<file path="src/rtl/i2s_tx.sv">
// i2s_tx -- Philips I2S transmitter for the audio FIR output stage.
//
// Takes one mono sample per sample_in_valid pulse into a one-deep holding
// register and transmits it on both channels of a standard I2S frame. All
// serial clocks are derived from clk. The once-per-frame sample_req strobe
// sets the system sample rate: f_clk / (4*CLK_DIV*SLOT_WIDTH).
//
// Parameters:
//   DATA_WIDTH  sample width, 1..SLOT_WIDTH-1
//   SLOT_WIDTH  BCLK periods per channel slot (frame = 2*SLOT_WIDTH)
//   CLK_DIV     clk cycles per BCLK half-period, >= 2
// Ports:
//   clk              system clock, rising edge
//   rst              asynchronous active-low reset
//   sample_in        signed sample from the FIR
//   sample_in_valid  one-cycle qualifier for sample_in
//   sample_req       one-cycle pulse at each frame load
//   bclk             I2S bit clock
//   lrclk            I2S word select (0 = left, 1 = right)
//   sdata            I2S serial data, MSB first, one-BCLK delay
//   underrun         pulse: frame loaded with no new sample pending
//   overrun          pulse: unconsumed pending sample overwritten
module i2s_tx #(
    parameter int DATA_WIDTH = 16,
    parameter int SLOT_WIDTH = 32,
    parameter int CLK_DIV    = 4
) (
    input  logic                  clk,
    input  logic                  rst,
    input  logic [DATA_WIDTH-1:0] sample_in,
    input  logic                  sample_in_valid,
    output logic                  sample_req,
    output logic                  bclk,
    output logic                  lrclk,
    output logic                  sdata,
    output logic                  underrun,
    output logic                  overrun
);

    localparam int DIV_W = (CLK_DIV > 1) ? $clog2(CLK_DIV) : 1;
    localparam int BIT_W = $clog2(2 * SLOT_WIDTH);

    localparam logic [DIV_W-1:0] DIV_LAST = DIV_W'(CLK_DIV - 1);
    localparam logic [BIT_W-1:0] BIT_LAST = BIT_W'(2 * SLOT_WIDTH - 1);
    localparam logic [BIT_W-1:0] SLOT_B   = BIT_W'(SLOT_WIDTH);
    localparam logic [BIT_W-1:0] DATA_B   = BIT_W'(DATA_WIDTH);

    logic [DIV_W-1:0]      div_cnt;
    logic [BIT_W-1:0]      bit_cnt;
    logic [BIT_W-1:0]      bit_cnt_nxt;
    logic [BIT_W-1:0]      slot_pos;
    logic [DATA_WIDTH-1:0] holding;
    logic [DATA_WIDTH-1:0] frame;
    logic [DATA_WIDTH-1:0] frame_shift;
    logic                  pending;
    logic                  div_wrap;
    logic                  bclk_fall;
    logic                  frame_load;
    logic                  sdata_nxt;

    always_comb begin
        div_wrap    = (div_cnt == DIV_LAST);
        bclk_fall   = div_wrap & bclk;
        frame_load  = bclk_fall & (bit_cnt == BIT_LAST);
        bit_cnt_nxt = (bit_cnt == BIT_LAST) ? '0 : bit_cnt + 1'b1;
        slot_pos    = (bit_cnt_nxt >= SLOT_B) ? bit_cnt_nxt - SLOT_B : bit_cnt_nxt;
        // Slot position p selects frame[DATA_WIDTH-p]; shifting left by p-1
        // brings that bit to the MSB. Position 0 is the I2S delay bit, and at
        // a frame load the new bit_cnt is 0, so the stale frame is never sent.
        frame_shift = frame << (slot_pos - 1'b1);
        sdata_nxt   = (slot_pos != '0) && (slot_pos <= DATA_B) &&
                      frame_shift[DATA_WIDTH-1];
    end

    always_ff @(posedge clk or negedge rst) begin
        if (!rst) begin
            div_cnt    <= '0;
            bit_cnt    <= '0;
            holding    <= '0;
            frame      <= '0;
            pending    <= 1'b0;
            bclk       <= 1'b0;
            lrclk      <= 1'b0;
            sdata      <= 1'b0;
            sample_req <= 1'b0;
            underrun   <= 1'b0;
            overrun    <= 1'b0;
        end else begin
            div_cnt <= div_wrap ? '0 : div_cnt + 1'b1;
            if (div_wrap) begin
                bclk <= ~bclk;
            end

            if (bclk_fall) begin
                bit_cnt <= bit_cnt_nxt;
                lrclk   <= (bit_cnt_nxt >= SLOT_B);
                sdata   <= sdata_nxt;
            end

            sample_req <= frame_load;
            underrun   <= frame_load & ~pending;
            overrun    <= sample_in_valid & pending & ~frame_load;

            if (frame_load) begin
                frame <= holding;
            end

            // A valid coinciding with a load re-arms pending for the next frame.
            if (sample_in_valid) begin
                holding <= sample_in;
                pending <= 1'b1;
            end else if (frame_load) begin
                pending <= 1'b0;
            end
        end
    end

endmodule

</file>
<file path="config.mk">
export PLATFORM = sky130hd
export DESIGN_NAME = i2s_tx
export DESIGN_NICKNAME = d
export VERILOG_FILES = /design/src/rtl/i2s_tx.sv
export SDC_FILE = /design/constraint.sdc
export NUM_CORES = 1
export LEC_CHECK = 0
export BUFFER_PORTS_ARGS = -buffer_cell sky130_fd_sc_hd__buf_2
export CORE_MARGIN = 3
export CORE_UTILIZATION = 55
export DETAILED_ROUTE_END_ITERATION = 10
export GPL_ROUTABILITY_DRIVEN = 0
export PLACE_DENSITY = 0.87
export SETUP_SLACK_MARGIN = 0.15
export SLEW_MARGIN = 5
export SYNTH_ARGS = -nofsm -noshare
export SYNTH_HDL_FRONTEND = slang
export SYNTH_SLANG_ARGS = --single-unit
</file>
<file path="constraint.sdc">
create_clock -name clk -period 2.5 [get_ports clk]
set_input_delay 0.75 -clock clk [delete_from_list [all_inputs] [get_ports clk]]
set_output_delay 0.75 -clock clk [all_outputs]
set_load 0.05 [all_outputs]
</file>
# ---- After elaboration in Yosys (flattened, before gate mapping)
# Cells that the tools add are included.
# Widths: inputs -> output; s select.
dict set report totals {
  register_bits 47
  wordCells 37
}
dict set report op_classes {
  add_sub_neg 4
  n_lt_le_gt_ge 2
  eq_ne 2
  shifts 1
  n_mux 5
  n_bitwise 8
  reduce_logical 4
}
# cell count
set op_table {}
lappend op_table {{$shl 16x6->16} 1}
lappend op_table {{$mux 6} 2}
lappend op_table {{$add 6x1->6 const B} 1}
lappend op_table {{$eq 6x6->1 const B} 1}
lappend op_table {{$ge 6x6->1 const B} 1}
lappend op_table {{$le 6x5->1 const B} 1}
lappend op_table {{$reduce_bool 6->1} 1}
lappend op_table {{$sub 6x1->6 const B} 1}
lappend op_table {{$sub 6x6->6 const B} 1}
lappend op_table {{$and 1x1->1} 5}
lappend op_table {{$not 1->1} 3}
lappend op_table {{$add 2x1->2 const B} 1}
lappend op_table {{$eq 2x2->1 const B} 1}
lappend op_table {{$logic_and 1x1->1} 2}
lappend op_table {{$mux 1} 2}
lappend op_table {{$mux 2} 1}
lappend op_table {{$reduce_bool 2->1} 1}

# ---- Longest topological paths before layout
dict set report logic_depth {
  ltp_word 7
  ltp_mapped 9
  depth_no_buf 7
}

# ---- Worst setup path after synthesis
# No wires, ideal clock.
dict set report synth_timing {
  path_type {reg-to-reg}
  from {reg bit_cnt[0]}
  to {reg sdata}
  arrival_time_ps 1868
  slack_ps 532
  stages_incl_launch_ff 9
  n_path_buf 1
  cell_sequence {dfrtp_1 > ha_1 > buf_6 > clkinv_4 > a21oi_1 > mux4_2 > o21ai_0 > o311ai_0 > a311oi_1}
}
dict set report synth_between {
  elab_chain_cells 7
  word_cells_on_any_way 12
}
# item line_no
set synth_lines {}
lappend synth_lines {{start, declared} 49} ;# logic [BIT_W-1:0] bit_cnt;
lappend synth_lines {{start signal, assigned} 95} ;# bit_cnt <= bit_cnt_nxt;
lappend synth_lines {{$add 6x1->6 / $eq 6x6->1 (equally long branches)} 65} ;# bit_cnt_nxt = (bit_cnt == BIT_LAST) ? '0 : bit_cnt + 1'b1;
lappend synth_lines {{$mux 6 (*)} 65}
lappend synth_lines {{net bit_cnt_nxt[1]} 50} ;# logic [BIT_W-1:0] bit_cnt_nxt;
lappend synth_lines {{$sub 6x6->6 / $ge 6x6->1 (equally long branches)} 66} ;# slot_pos = (bit_cnt_nxt >= SLOT_B) ? bit_cnt_nxt - SLOT_B : bit_cnt_nxt;
lappend synth_lines {{$mux 6 (*)} 66}
lappend synth_lines {{$sub 6x1->6 (tied with other cells)} 70} ;# frame_shift = frame << (slot_pos - 1'b1);
lappend synth_lines {{$shl 16x6->16 / $logic_and 1x1->1 (equally long branches)} {70, 71}}
lappend synth_lines {{$logic_and 1x1->1 (*)} 71} ;# sdata_nxt = (slot_pos != '0) && (slot_pos <= DATA_B) &&
lappend synth_lines {{end signal, assigned} 97} ;# sdata <= sdata_nxt;
lappend synth_lines {{end, declared} 35} ;# output logic sdata,
# The timed path passes the listed nets; every way through them passes the cells marked *.
# A chain may end at the register's enable or synchronous reset.

# ---- Worst setup path after layout
dict set report layout_timing {
  from {reg bit_cnt[1]}
  to {reg sdata}
}
# Same word-level chain as after synthesis.

==> results_dict.tcl <==
set metrics [dict create \
    yosys_most_used_dff "dfrtp_1" \
    worstPathCellList "ha_2 -> nor2_1 -> mux4_2 -> o21ai_0 -> o311ai_0 -> a311oi_1" \
    met2_length_mm 2.11 \
    synthArstFlopShare 1.00 \
    wl_met3_microns 275 \
    cts_hold_buf 0 \
    synth_edf_count 0 \
    synth_warnings 0 \
    maxCapViolCount 0 \
    row_count 23 \
    htree_levels 2 \
    synthCells 204 \
    root_buffer "clkbuf_8" \
    vias_per_cell 6.08 \
    tns_ns 0 \
    status "finished, final reports clean" \
    slew_violations 0 \
    clockBufferDepth 2 \
    clock_sinks 47 \
    power_density_nw_per_um2 507 \
    hpwl_mm 3.17 \
    core_area_sq_um 4090 \
    cp_slowest_cell "dfrtp_2" \
    min_path_type "reg -> reg" \
    nNetsFinal 246 \
    drt_iter0_markers 137 \
    critPathMaxFanout 10 \
    finClkSkew_ns 0.00393 \
    seq_power_share 0.612 \
    top_layer "met4" \
    grt.overflow.total 0 \
    slowest_delay_ns 0.48 \
    fmax_mhz 450 \
    power.net_switching_w 0.000289 \
    die_h_microns 71.7 \
    end_kind "flip-flop" \
    grt.total_usage 0.192 \
    worstMarginPinSlew_ns 0.569 \
    internal-power_w 0.00102 \
    drive_gt1_frac 0.369 \
    dr.pass1.iters 4 \
    critPathLaunchType "flip-flop" \
    min_period_over_period 0.888 \
    vias 1672 \
    yosysTopAreaCellShare 0.496 \
    grt_max_degree 48 \
    grt_pass1_wl_mm 7.65 \
    peakVddDrop_uv 313 \
    cts_tree "built" \
    total_power_w 0.00130 \
    rsz0062_at_grt "false" \
    synthTopCellsByArea "dfrtp_1 (50%), mux2_2 (15%), nand2_1 (2.4%)" \
    power_frac_clock 0.337 \
    arrival_ns 2.41 \
    syn-cell-area_sq_um 2370 \
    syn_nets 226 \
    drt_wl_total_mm 4.36 \
    path_class "reg -> reg" \
    synthTopCellsByCount "dfrtp_1 (47), mux2_2 (31), nand2_1 (15)" \
    ys_types 55 \
    clkLatencyLatePin_ns 0.30 \
    n_antenna_cell 0 \
    synth_top_area_cell "dfrtp_1" \
    syn_avg_cell_area_sq_um 11.6 \
    pin_count 25 \
    required_ns 2.69 \
    die_x_microns 71.7 \
    slew-limit-headroom 0.621 \
    drt_drc_violations_left 0 \
    grt_pass1_vias 1679 \
    yosysMostFrequentCell "dfrtp_1" \
    combPwrFrac 0.051 \
    area_delta_synth_final_pct 8.55 \
    io_buffers 24 \
    antenna_found_initial 0 \
    cts_inserted_buffers 5 \
    period_needed_ns 2.22 \
    ant_nets 0 \
    swShare 0.221 \
    setup_violations 0 \
    die_area_sq_um 5130 \
    wl_met1_mm 1.87 \
    seq_area_frac_synth 0.496 \
    fin_util 0.630 \
    path_clk_slew_ns 0.08 \
    initial_core_util 0.580 \
    avgRoutedWirePerCell_microns 15.9 \
    ys_ff_latch 47 \
    static-leakage-power_nw 1.15 \
    finalHoldViolations 0 \
]
## state kept, by name, indices dropped and copies added, names as in the netlist
name and flops:
frame 16, holding 16, bit_cnt 6, div_cnt 2, bclk 1, lrclk 1, overrun 1, pending 1
sample_req 1, sdata 1, underrun 1
## power groups by stage
stage | Combinational [W] | Clock (W) | Sequential, W
after floorplan | 0.0000321 | 0 | 0.000813
after global placement | 0.0000651 | 0 | 0.000814
after detailed placement | 0.0000690 | 0 | 0.000815
after CTS | 0.0000691 | 0.000456 | 0.000799
after global routing | 0.0000757 | 0.000491 | 0.000804
final | 0.0000668 | 0.000439 | 0.000799
## per-stage QoR
step                hold WS, ns  area [sq um]  std cells  worst slack [ns]
floorplan                 0.403          2370        204             0.532
global placement          0.414          2480        267             0.259
detailed placement        0.418          2480        267             0.232
CTS                       0.429          2570        275             0.206
global route              0.453          2570        275             0.153
finish                    0.426          2570        275             0.280
## final timing paths
| kind | start | end | slack, ns | cells past startpoint |
|---|---|---|---|---|
| setup / recovery | bit_cnt[1]$_DFFE_PN0P_ | sdata$_DFFE_PN0P_ | 0.28 | 6 |
| hold reg to reg | div_cnt[0]$_DFF_PN0_ | div_cnt[0]$_DFF_PN0_ | 0.43 | 1 |
| max in group asynchronous | rst | bit_cnt[1]$_DFFE_PN0P_ | 1.56 | 2 |
| min in group asynchronous | rst | lrclk$_DFFE_PN0P_ | 0.52 | 2 |
| setup reg to reg | bit_cnt[1]$_DFFE_PN0P_ | sdata$_DFFE_PN0P_ | 0.28 | 6 |
| hold / removal | div_cnt[0]$_DFF_PN0_ | div_cnt[0]$_DFF_PN0_ | 0.43 | 1 |
## layout by cell type, fill, tap and decap left out, types with 2 or more instances in the layout
cell type	count
a21oi_1	5
and2_4	2
o311ai_0	2
dfrtp_1	46
mux2i_1	2
a21bo_2	2
nand2b_1	3
a221oi_1	2
ha_1	2
buf_2	24
clkbuf_8	5
a21o_1	2
xnor2_1	3
nand3_1	7
nand3_2	2
buf_4	5
a31oi_1	2
nor2_1	11
nor2b_1	2
nand2_1	15
nor3_1	5
o21ai_0	6
mux2_2	31
o41ai_1	4
o211ai_1	2
## worst max-delay path: cells and delay by family, from the launching register on
family,cells,cell delay (ns)
mux,1,0.47
fa+ha+maj,1,0.46
compound gates,3,0.63
flops,1,0.48
simple gates,1,0.07
## final cells by class
class	count	area, sq um
flip-flops and latches	47	1180
clock inverters	2	12.5
inverters	3	18.8
clock buffers	6	72.6
multi-input cells	138	1070
well taps	50	62.6
fillers	318	1510
repair buffers	29	158
## metal layers
metal  vias to the layer above  global-route usage
li1                        784                   -
met1                       822               0.245
met2                        52               0.310
met3                        14              0.0463
met4                         0              0.0835
met5                         -                   0
## repair_timing
| action | CTS | global route |
|---|---|---|
| setup buffers | 0 | 0 |
| resized for setup | 0 | 2 |
| endpoints found under the setup margin | 0 | 1 |
## logic make-up (layout without fill, tap and decap cells)
group,Yosys count,in the layout,share of synthesized area
simple gates,57,57,0.128
flops,47,47,0.496
compound gates,40,40,0.127
mux,34,34,0.165
buf+inv,19,40,0.0528
xor+xnor,4,4,0.0148
fa+ha+maj,3,3,0.0158
Note: power is estimated with default switching activity, not from simulation.
